`config.mk`:
```
export PLATFORM = sky130hd
export DESIGN_NAME = alu_operand_stack_flat
export DESIGN_NICKNAME = d
export VERILOG_FILES = /design/src/rtl/alu_operand_stack_if.sv /design/src/rtl/alu_operand_stack.sv /design/src/flat_wrapper.sv
export SDC_FILE = /design/constraint.sdc
export NUM_CORES = 1
export LEC_CHECK = 0
export CORE_MARGIN = 2
export CORE_UTILIZATION = 32
export CTS_CLUSTER_SIZE = 16
export DETAILED_ROUTE_END_ITERATION = 12
export GPL_TIMING_DRIVEN = 0
export SLEW_MARGIN = 5
export SYNTH_ARGS = -nofsm -noshare
export SYNTH_HDL_FRONTEND = slang
export SYNTH_SLANG_ARGS = --single-unit
```
`constraint.sdc`:
```
create_clock -name clk -period 5.25 [get_ports clk]
set_clock_uncertainty 0.1 [all_clocks]
set_input_delay 1.05 -clock clk [delete_from_list [all_inputs] [get_ports clk]]
set_output_delay 1.05 -clock clk [all_outputs]
set_load 0.02 [all_outputs]
```
`src/rtl/alu_operand_stack_if.sv`:
```
// Sequencer-facing bundle for the ALU operand stack: op handshake, PUSH data,
// ALU result/zero inputs, and the stack status outputs.
interface alu_operand_stack_if #(
    parameter int WIDTH = 8,
    parameter int DEPTH = 8
);
    localparam int CW = $clog2(DEPTH + 1);

    logic             op_valid;
    logic [2:0]       op;
    logic [WIDTH-1:0] din;
    logic [WIDTH-1:0] alu_res;
    logic             alu_zero;
    logic [WIDTH-1:0] alu_a;
    logic [WIDTH-1:0] alu_b;
    logic [WIDTH-1:0] tos;
    logic [CW-1:0]    count;
    logic             empty;
    logic             full;
    logic             zero_flag;
    logic             overflow;
    logic             underflow;
    logic             op_done;

    modport master (
        output op_valid, op, din, alu_res, alu_zero,
        input  alu_a, alu_b, tos, count, empty, full,
        input  zero_flag, overflow, underflow, op_done
    );

    modport slave (
        input  op_valid, op, din, alu_res, alu_zero,
        output alu_a, alu_b, tos, count, empty, full,
        output zero_flag, overflow, underflow, op_done
    );
endinterface

```
`src/rtl/alu_operand_stack.sv`:
```
// LIFO operand stack feeding an external ALU: NOS/TOS drive alu_a/alu_b, and
// EXEC collapses the top two entries into the ALU result, one op per cycle.
module alu_operand_stack #(
    parameter int WIDTH = 8,
    parameter int DEPTH = 8
) (
    input  logic                 clk,
    input  logic                 rst_n,
    alu_operand_stack_if.slave   bus
);
    localparam int CW = $clog2(DEPTH + 1);
    localparam int AW = (DEPTH > 1) ? $clog2(DEPTH) : 1;

    typedef enum logic [2:0] {
        OP_NOP    = 3'd0,
        OP_PUSH   = 3'd1,
        OP_POP    = 3'd2,
        OP_DUP    = 3'd3,
        OP_SWAP   = 3'd4,
        OP_EXEC   = 3'd5,
        OP_OVER   = 3'd6,
        OP_CLRERR = 3'd7
    } op_e;

    logic [WIDTH-1:0] mem [DEPTH];
    logic [CW-1:0]    count_q;
    logic [CW-1:0]    count_next;
    logic             zero_flag_q;
    logic             overflow_q;
    logic             underflow_q;
    logic             op_done_q;

    logic [AW-1:0]    top_idx;
    logic [AW-1:0]    nos_idx;
    logic [AW-1:0]    free_idx;
    logic             has_one;
    logic             has_two;
    logic             is_full;
    logic [WIDTH-1:0] tos_val;
    logic [WIDTH-1:0] nos_val;
    op_e              op_cmd;

    logic             need_one;
    logic             need_two;
    logic             need_slot;
    logic             short_fault;
    logic             room_fault;
    logic             op_ok;
    logic             wr_en;
    logic [AW-1:0]    wr_idx;
    logic [WIDTH-1:0] wr_data;
    logic             swap_en;
    logic             zf_load;

    // Truncating to AW bits is safe: each index is used only when count makes it in range.
    assign top_idx  = AW'(count_q - CW'(1));
    assign nos_idx  = AW'(count_q - CW'(2));
    assign free_idx = AW'(count_q);
    assign has_one  = (count_q >= CW'(1));
    assign has_two  = (count_q >= CW'(2));
    assign is_full  = (count_q == CW'(DEPTH));
    assign tos_val  = has_one ? mem[top_idx] : '0;
    assign nos_val  = has_two ? mem[nos_idx] : '0;
    assign op_cmd   = op_e'(bus.op);

    always_comb begin
        need_one   = 1'b0;
        need_two   = 1'b0;
        need_slot  = 1'b0;
        count_next = count_q;
        wr_en      = 1'b0;
        wr_idx     = free_idx;
        wr_data    = bus.din;
        swap_en    = 1'b0;
        zf_load    = 1'b0;

        case (op_cmd)
            OP_PUSH: need_slot = 1'b1;
            OP_POP:  need_one  = 1'b1;
            OP_DUP:  begin need_one = 1'b1; need_slot = 1'b1; end
            OP_SWAP: need_two  = 1'b1;
            OP_EXEC: need_two  = 1'b1;
            OP_OVER: begin need_two = 1'b1; need_slot = 1'b1; end
            default: ;
        endcase

        // A missing entry takes precedence, so DUP/OVER on a short stack never report overflow.
        short_fault = (need_one && !has_one) || (need_two && !has_two);
        room_fault  = !short_fault && need_slot && is_full;
        op_ok       = bus.op_valid && !short_fault && !room_fault;

        if (op_ok) begin
            case (op_cmd)
                OP_PUSH: begin
                    wr_en      = 1'b1;
                    count_next = count_q + CW'(1);
                end
                OP_POP:  count_next = count_q - CW'(1);
                OP_DUP: begin
                    wr_en      = 1'b1;
                    wr_data    = tos_val;
                    count_next = count_q + CW'(1);
                end
                OP_SWAP: swap_en = 1'b1;
                OP_EXEC: begin
                    wr_en      = 1'b1;
                    wr_idx     = nos_idx;
                    wr_data    = bus.alu_res;
                    zf_load    = 1'b1;
                    count_next = count_q - CW'(1);
                end
                OP_OVER: begin
                    wr_en      = 1'b1;
                    wr_data    = nos_val;
                    count_next = count_q + CW'(1);
                end
                default: ;
            endcase
        end
    end

    always_ff @(posedge clk) begin
        if (wr_en) begin
            mem[wr_idx] <= wr_data;
        end
        if (swap_en) begin
            mem[top_idx] <= nos_val;
            mem[nos_idx] <= tos_val;
        end
    end

    always_ff @(posedge clk or negedge rst_n) begin
        if (!rst_n) begin
            count_q     <= '0;
            zero_flag_q <= 1'b0;
            overflow_q  <= 1'b0;
            underflow_q <= 1'b0;
            op_done_q   <= 1'b0;
        end else begin
            op_done_q <= bus.op_valid;
            count_q   <= count_next;
            if (zf_load) begin
                zero_flag_q <= bus.alu_zero;
            end
            if (bus.op_valid && op_cmd == OP_CLRERR) begin
                overflow_q  <= 1'b0;
                underflow_q <= 1'b0;
            end else if (bus.op_valid && short_fault) begin
                underflow_q <= 1'b1;
            end else if (bus.op_valid && room_fault) begin
                overflow_q <= 1'b1;
            end
        end
    end

    assign bus.alu_a     = nos_val;
    assign bus.alu_b     = tos_val;
    assign bus.tos       = tos_val;
    assign bus.count     = count_q;
    assign bus.empty     = (count_q == '0);
    assign bus.full      = is_full;
    assign bus.zero_flag = zero_flag_q;
    assign bus.overflow  = overflow_q;
    assign bus.underflow = underflow_q;
    assign bus.op_done   = op_done_q;
endmodule
```
`src/flat_wrapper.sv`:
```
// flat-port wrapper written by rule: the top's interface ports become plain ports
module alu_operand_stack_flat 
#(
    parameter int WIDTH = 8,
    parameter int DEPTH = 8
)
  (clk, rst_n, bus_op_valid, bus_op, bus_din, bus_alu_res, bus_alu_zero, bus_alu_a, bus_alu_b, bus_tos, bus_count, bus_empty, bus_full, bus_zero_flag, bus_overflow, bus_underflow, bus_op_done);
  alu_operand_stack_if #(.WIDTH(WIDTH), .DEPTH(DEPTH)) bus_i ();
  input  logic clk;
  input  logic rst_n;
  input wire logic [$bits(bus_i.op_valid)-1:0] bus_op_valid;
  input wire logic [$bits(bus_i.op)-1:0] bus_op;
  input wire logic [$bits(bus_i.din)-1:0] bus_din;
  input wire logic [$bits(bus_i.alu_res)-1:0] bus_alu_res;
  input wire logic [$bits(bus_i.alu_zero)-1:0] bus_alu_zero;
  output wire logic [$bits(bus_i.alu_a)-1:0] bus_alu_a;
  output wire logic [$bits(bus_i.alu_b)-1:0] bus_alu_b;
  output wire logic [$bits(bus_i.tos)-1:0] bus_tos;
  output wire logic [$bits(bus_i.count)-1:0] bus_count;
  output wire logic [$bits(bus_i.empty)-1:0] bus_empty;
  output wire logic [$bits(bus_i.full)-1:0] bus_full;
  output wire logic [$bits(bus_i.zero_flag)-1:0] bus_zero_flag;
  output wire logic [$bits(bus_i.overflow)-1:0] bus_overflow;
  output wire logic [$bits(bus_i.underflow)-1:0] bus_underflow;
  output wire logic [$bits(bus_i.op_done)-1:0] bus_op_done;
  assign bus_i.op_valid = bus_op_valid;
  assign bus_i.op = bus_op;
  assign bus_i.din = bus_din;
  assign bus_i.alu_res = bus_alu_res;
  assign bus_i.alu_zero = bus_alu_zero;
  assign bus_alu_a = bus_i.alu_a;
  assign bus_alu_b = bus_i.alu_b;
  assign bus_tos = bus_i.tos;
  assign bus_count = bus_i.count;
  assign bus_empty = bus_i.empty;
  assign bus_full = bus_i.full;
  assign bus_zero_flag = bus_i.zero_flag;
  assign bus_overflow = bus_i.overflow;
  assign bus_underflow = bus_i.underflow;
  assign bus_op_done = bus_i.op_done;
  alu_operand_stack #(.WIDTH(WIDTH), .DEPTH(DEPTH)) u_core (.clk(clk), .rst_n(rst_n), .bus(bus_i));
endmodule
```
==> metrics, run 1 <==
fill cell count=1,834; DRC Markers=0; Synth top area share=31.6%; crit end category=output pin; combinational share of power=72.3%; Die X=142 microns; clock latency on the worst-skew pair=about 0.35 ns; Final GP Congestion=around 0.93; Post-DRT Antenna Nets=0; die area=20,100 sq um; clock sink count=between 70 and 80; Final Max Slew Viols=0; Seq. cell area=2120 sq um; CTS tree=done; via/cell ratio=6.37; CTS root buffer=clkbuf_16; Total Routing Usage GR=23.5%; clock share of power=between 10% and 20%; CP arrival=3.95 ns; final worst path period share=97.1%; Slew Limit Headroom=4.96%; post-synthesis sequential area ratio=34.9%; Area Overhead vs Synth=20.6%; WL/cell=26.3 microns; CTS clk-pin slew, worst paths=around 0.05 ns; Synthesis Warnings=0; final wirelength=23,800 microns; Detailed Route Iter0 Violations=between 800 and 900; Hold WC Path Type=flop to flop; via count=5,750; PortBufs=56; Multi-input gate area=3610 sq um; FP Rows=50; Final setup violation count=0; Tmin final=5.10 ns; fraction of synthesis flops using an asynchronous set or reset pin=between 10% and 20%; Final Hold Vio Count=0; Cell Area, Synth=6070 sq um; worst-margin pin slew=1.42 ns; P_sw=2330 uW; dominant cell type by area after synthesis=edfxtp_1; HPWL Detailed=16,400 microns; Post-layout nets=697; Crit Path Max Fanout=12; top post-synthesis cells by area=edfxtp_1 32%, mux4_2 8.2%, o21ai_1 5.4%; Initial Utilization=32.6%; Finished Core Util=between 30% and 40%; die span in y=~140 microns; top-count cell post-synth=nand2_1; layout cells sized above 1=between 15 and 20%; number of diodes=0; status=finished, final reports clean; first-pass GRT wire length=approximately 35,000 microns; WS Path Type=flop to output pin; CTS max path bufs=2; FMAX=approximately 0.20 GHz; max-cap viol count=0; Sw Ratio=roughly 47%; Layout Cells excl Fill=903; Seq pwr share=~16%; total gr overflow=0; peak supply drop=0.399 mV; post-route cell area=7320 sq um; synth cell count leaders=67 x nand2_1, 66 x o21ai_1, 64 x edfxtp_1, 34 x nor2_1; Synth cell types=68; vias in the first global route=5,577; largest net degree at the start of global routing=13; placed insts=883; Syn Area/Cell=10.3 sq um; Power Density=672 nW/um^2; Post-DP Area=~7000 sq um; Pre-antenna DRT Iters=7; core footprint=around 19,000 sq um; required time worst endpoint=4.10 ns; H-tree levels=3; unrepaired setup endpoints after global routing=no; Post-CTS Hold Fix Bufs=0; Synth Instances=587; I/O pin count=between 50 and 60; flops & latches, synth=between 70 and 80; Leak=0.00240 uW; syn_nets=620; initial antenna violation count=0; internal power=2590 uW; Num CTS Buffers=9; Post-synth EDFFs=between 60 and 70; critical path launch point type=flop; Post-synth top flop=edfxtp_1
==> power by group through the flow <==
stage / Clock (uW) / Sequential (uW) / Combinational (uW)
finish: 563 / 800 / 3560
floorplan: 0 / 821 / 2160
CTS: 561 / 798 / 3450
detailed placement: 0 / 809 / 3400
global route: 589 / 807 / 3740
global placement: 0 / 810 / 3330
==> final cells by class <==
cell class / instances / share of cell area (%)
timing repair buffer: 67 / 8.94
clock buffer: 10 / 3.13
tap: 234 / 4.00
clock inverter: 6 / 0.495
inverter: 5 / 0.256
sequential: 72 / 29.0
multi-input combinational: 446 / 49.2
buffer: 63 / 4.95
==> repair_timing <==
item,in CTS,in global routing
gates cloned,0,0
buffers inserted,1,4
pin swaps,1,1
resized for setup,7,6
setup endpoints to repair,23,16
==> metal layers <==
metal  track usage, %  up-vias  wire (microns)
met5                0        -               0
met4             12.1        0            1170
met3             3.98       90            2440
met2             37.6      398           11000
met1             30.7     2784            9160
li1                 -     2478               -
==> cells in the final DEF (no fill, tap or decap), drive strengths merged, types with 20 or more instances in the layout <==
cell            n
mux4           22
buf            49
mux2           25
clkdlybuf4s50  56
mux2i          20
o311ai         42
nand2          67
nor2           34
clkbuf         35
o21ai          86
a32oi          21
edfxtp         64
==> critical path, cell delays in order, from the launching register on <==
cell	delay, ns
dfrtp_1	0.41
clkbuf_4	0.24
inv_1	0.18
buf_4	0.32
ha_1	0.21
buf_6	0.16
or4b_1	0.45
buf_2	0.22
clkbuf_1	0.27
clkbuf_2	0.28
and2_1	0.19
buf_4	0.12
clkdlybuf4s50_1	0.53
==> cell families after synthesis <==
kind of cell | count (synthesis) | synth area share (%)
buffers and inverters | 69 | 6.14
and+or+nand+nor | 164 | 14.2
AOI/OAI and AO/OA | 197 | 25.2
DFF | 72 | 34.9
muxes | 67 | 16.1
xor gates and xnor gates | 8 | 1.40
adders and majority gates | 10 | 2.06
==> path summary, 6_finish.rpt <==
path | startpoint | depth (start not counted) | end | slack (ns)
max | u_core.bus.count[0] | 12 | bus_tos[6] | 0.15
min | u_core.bus.underflow | 1 | u_core.bus.underflow | 0.38
max reg2reg | u_core.bus.count[1] | 9 | u_core.mem[0][2] | 1.14
min reg2reg | u_core.bus.underflow | 1 | u_core.bus.underflow | 0.38
max in group asynchronous | rst_n | 1 | u_core.bus.count[1] | 3.90
min in group asynchronous | rst_n | 1 | u_core.bus.count[2] | 0.88
==> flip-flops by register name (all words and copies together), names as in the netlist <==
name and flops:
u_core.bus.count 4, u_core.bus.op_done 1, u_core.bus.overflow 1, u_core.bus.underflow 1, u_core.bus.zero_flag 1, u_core.mem 64
==> per-stage QoR <==
stage | worst slack [ns] | hold slack (ns) | TNS [ns] | total power, uW
5_1_grt | 0.0289 | 0.428 | 0 | 5130
4_1_cts | 0.00824 | 0.389 | 0 | 4810
2_1_floorplan | 1.05 | 0.506 | 0 | 2980
6_report | 0.154 | 0.385 | 0 | 4920
3_5_place_dp | -0.680 | 0.376 | -5.41 | 4210
3_3_place_gp | -0.621 | 0.387 | -11.99 | 4140
(Power assumes the default switching activity.)
==> inputs of run 2 (changes only) <==
Settings changed: CORE_ASPECT_RATIO set to 1.1.
==> run 2 against run 1 <==
- die area about the same
- total power shrank 0.56%
- sequential power is essentially flat
- largest power group unchanged
- design area grew 0.12%
- largest cell class unchanged
- clock power hardly changed
==> metrics, run 2 (synthesis results as in run 1) <==
Slew Limit Headroom=8.86% (was 4.96%); most common cell after layout, fill and taps aside=o21ai_1 (unchanged); max reg flops=64 (unchanged); Multi-input gate area=3610 sq um (about the same); crit end category=output pin (unchanged); die span in y=149 microns (was 142 microns); H-tree levels=3 (unchanged); status=finished, final reports clean (unchanged); unrepaired setup endpoints after global routing=no (unchanged); Final GP Congestion=0.979 (was 0.935); Pwr Total=4890 uW (was 4920 uW); layout cells sized above 1=20.0% (was 19.7%); clock sink count=72 (unchanged); clock share of power=11.6% (was 11.4%); P_sw=2330 uW (about the same); initial antenna violation count=0 (unchanged); vias in the first global route=5,565 (was 5,577); Area Overhead vs Synth=20.7% (was 20.6%); critical path launch point type=flop (unchanged); number of diodes=0 (unchanged); combinational share of power=72.0% (was 72.3%); CTS clk-pin slew, worst paths=0.06 ns (was 0.05 ns); worst-margin pin slew=1.36 ns (was 1.42 ns); CP max-delay cell=clkdlybuf4s50_1 (unchanged); Initial Utilization=32.9% (was 32.6%); cell mode on critical path=buf_4 (unchanged); Detailed Route Iter0 Violations=858 (was 837); Place WS=-0.741 ns (was -0.680 ns); Layout Cells excl Fill=909 (was 903); via count=5,723 (was 5,750); final wirelength=23,400 microns (was 23,800 microns); Die X=135 microns (was 142 microns); Final setup violation count=0 (unchanged); Total Routing Usage GR=23.4% (was 23.5%); internal power=2560 uW (was 2590 uW); Bufs and invs on worst path=9 (unchanged); Pre-antenna DRT Iters=7 (unchanged); core footprint=18,500 sq um (was 18,600 sq um); Post-CTS Hold Fix Bufs=0 (unchanged); CTS tree=done (unchanged); max-cap viol count=0 (unchanged); CP arrival=3.96 ns (was 3.95 ns); I/O pin count=57 (unchanged); total gr overflow=0 (unchanged); fill cell count=1,817 (was 1,834); critical path, cell by cell=buf_4 > inv_1 > clkbuf_4 > ha_1 > buf_6 > or4b_1 > buf_2 > clkbuf_2 > clkbuf_1 > and2_1 > buf_4 > clkdlybuf4s50_1 (was clkbuf_4 > inv_1 > buf_4 > ha_1 > buf_6 > or4b_1 > buf_2 > clkbuf_1 > clkbuf_2 > and2_1 > buf_4 > clkdlybuf4s50_1); setup TNS=0 ns (unchanged); Setup WS post-layout=0.142 ns (was 0.154 ns); WL/cell=25.7 microns (was 26.3 microns); Sw Ratio=47.6% (was 47.3%); max incr delay on CP=0.53 ns (about the same); Final Max Slew Viols=0 (unchanged); first-pass GRT wire length=34,400 microns (was 34,800 microns); Leak=0.00239 uW (was 0.00240 uW); via/cell ratio=6.30 (was 6.37); HPWL Detailed=16,600 microns (was 16,400 microns); Seq. cell area=2120 sq um (unchanged); largest net degree at the start of global routing=14 (was 13); WS Path Type=flop to output pin (unchanged); required time worst endpoint=4.10 ns (about the same); Hold WC Path Type=flop to flop (unchanged); Power Density=667 nW/um^2 (was 672 nW/um^2); Post-layout nets=694 (was 697); DRC Markers=0 (unchanged); die area=20,100 sq um (about the same); Tmin final=5.11 ns (was 5.10 ns); CTS root buffer=clkbuf_16 (unchanged); Num CTS Buffers=9 (unchanged); cell family with most CP delay=buffers and inverters (unchanged); Post-DRT Antenna Nets=0 (unchanged); clock latency on the worst-skew pair=0.34 ns (was 0.35 ns); FP Rows=52 (was 50); FMAX=0.196 GHz (about the same); most frequent cells in the layout=72 x o21ai_1, 67 x nand2_1, 64 x edfxtp_1 (unchanged); Final Hold Vio Count=0 (unchanged); Biggest register=u_core.mem (unchanged); PortBufs=56 (unchanged); peak supply drop=0.484 mV (was 0.399 mV); Finished Core Util=39.7% (was 39.3%); final worst path period share=97.3% (was 97.1%); placed insts=892 (was 883); CTS max path bufs=2 (unchanged); Crit Path Max Fanout=12 (unchanged); Seq pwr share=16.4% (was 16.3%)
-- run 2: cell types whose count changed in the layout (fill, tap and decap cells not counted) --
cell,delta
clkinv_2,+1
mux2i_2,+1
clkinv_4,+1
a2111oi_2,+1
a2111oi_1,-1
inv_6,+1
clkinvlp_4,-1
clkbuf_1,-1
buf_4,-4
buf_6,+1
clkinv_1,-1
mux2i_1,-1
-- run 2: power groups by stage --
stage,combinational [uW],clock [uW],sequential [uW]
after global placement,3340,0,811
after CTS,3450,568,801
after detailed placement,3400,0,812
after floorplan,2160,0,821
after global routing,3720,589,810
final,3520,566,803
-- run 2: area by class of cell --
| class | count | share of cell area, % |
|---|---|---|
| Clock inverter | 7 | 0.648 |
| Timing Repair Buffer | 64 | 8.67 |
| Inverter | 5 | 0.256 |
| Clock buffer | 9 | 3.07 |
| Buffer | 63 | 4.95 |
| Sequential cell | 72 | 29.0 |
| Multi-Input combinational cell | 446 | 49.3 |
| Tap cell | 243 | 4.15 |
-- run 2: path summary, 6_finish.rpt --
path                            cells past startpoint  slack, ns                 from              endpoint
worst max-delay path                               12       0.14  u_core.bus.count[0]            bus_tos[7]
worst min-delay path                                1       0.40  u_core.bus.overflow   u_core.bus.overflow
worst max register to register                      9       1.09  u_core.bus.count[1]      u_core.mem[4][1]
worst min register to register                      1       0.40  u_core.bus.overflow   u_core.bus.overflow
max in group asynchronous                           1       3.83                rst_n   u_core.bus.count[1]
min in group asynchronous                           1       0.90                rst_n  u_core.bus.underflow
-- run 2: repair_timing --
action / in CTS / in global routing
pin swaps: 1 / 1
buffers inserted: 1 / 1
resized for setup: 7 / 7
endpoints found under the setup margin: 24 / 20
gates cloned: 0 / 0
-- run 2: through the flow --
stage	instance area [sq um]	hold slack, ns
after global routing	7330	0.434
final	7330	0.404
after floorplan	6070	0.506
after global placement	6940	0.381
after CTS	7300	0.411
after detailed placement	7000	0.398
-- run 2: layer usage --
metal  track usage, %  part of all wire [%]
met5                0                     0
met4             11.8                   4.4
met3             3.48                   9.5
met2             37.5                    47
met1             31.0                    39
==> inputs of run 3 (changes only) <==
Settings changed: CTS_CLUSTER_SIZE 16 to 8.
==> results of run 3 <==
Same layout as run 2: the final DEF is identical, and so are final timing and power.
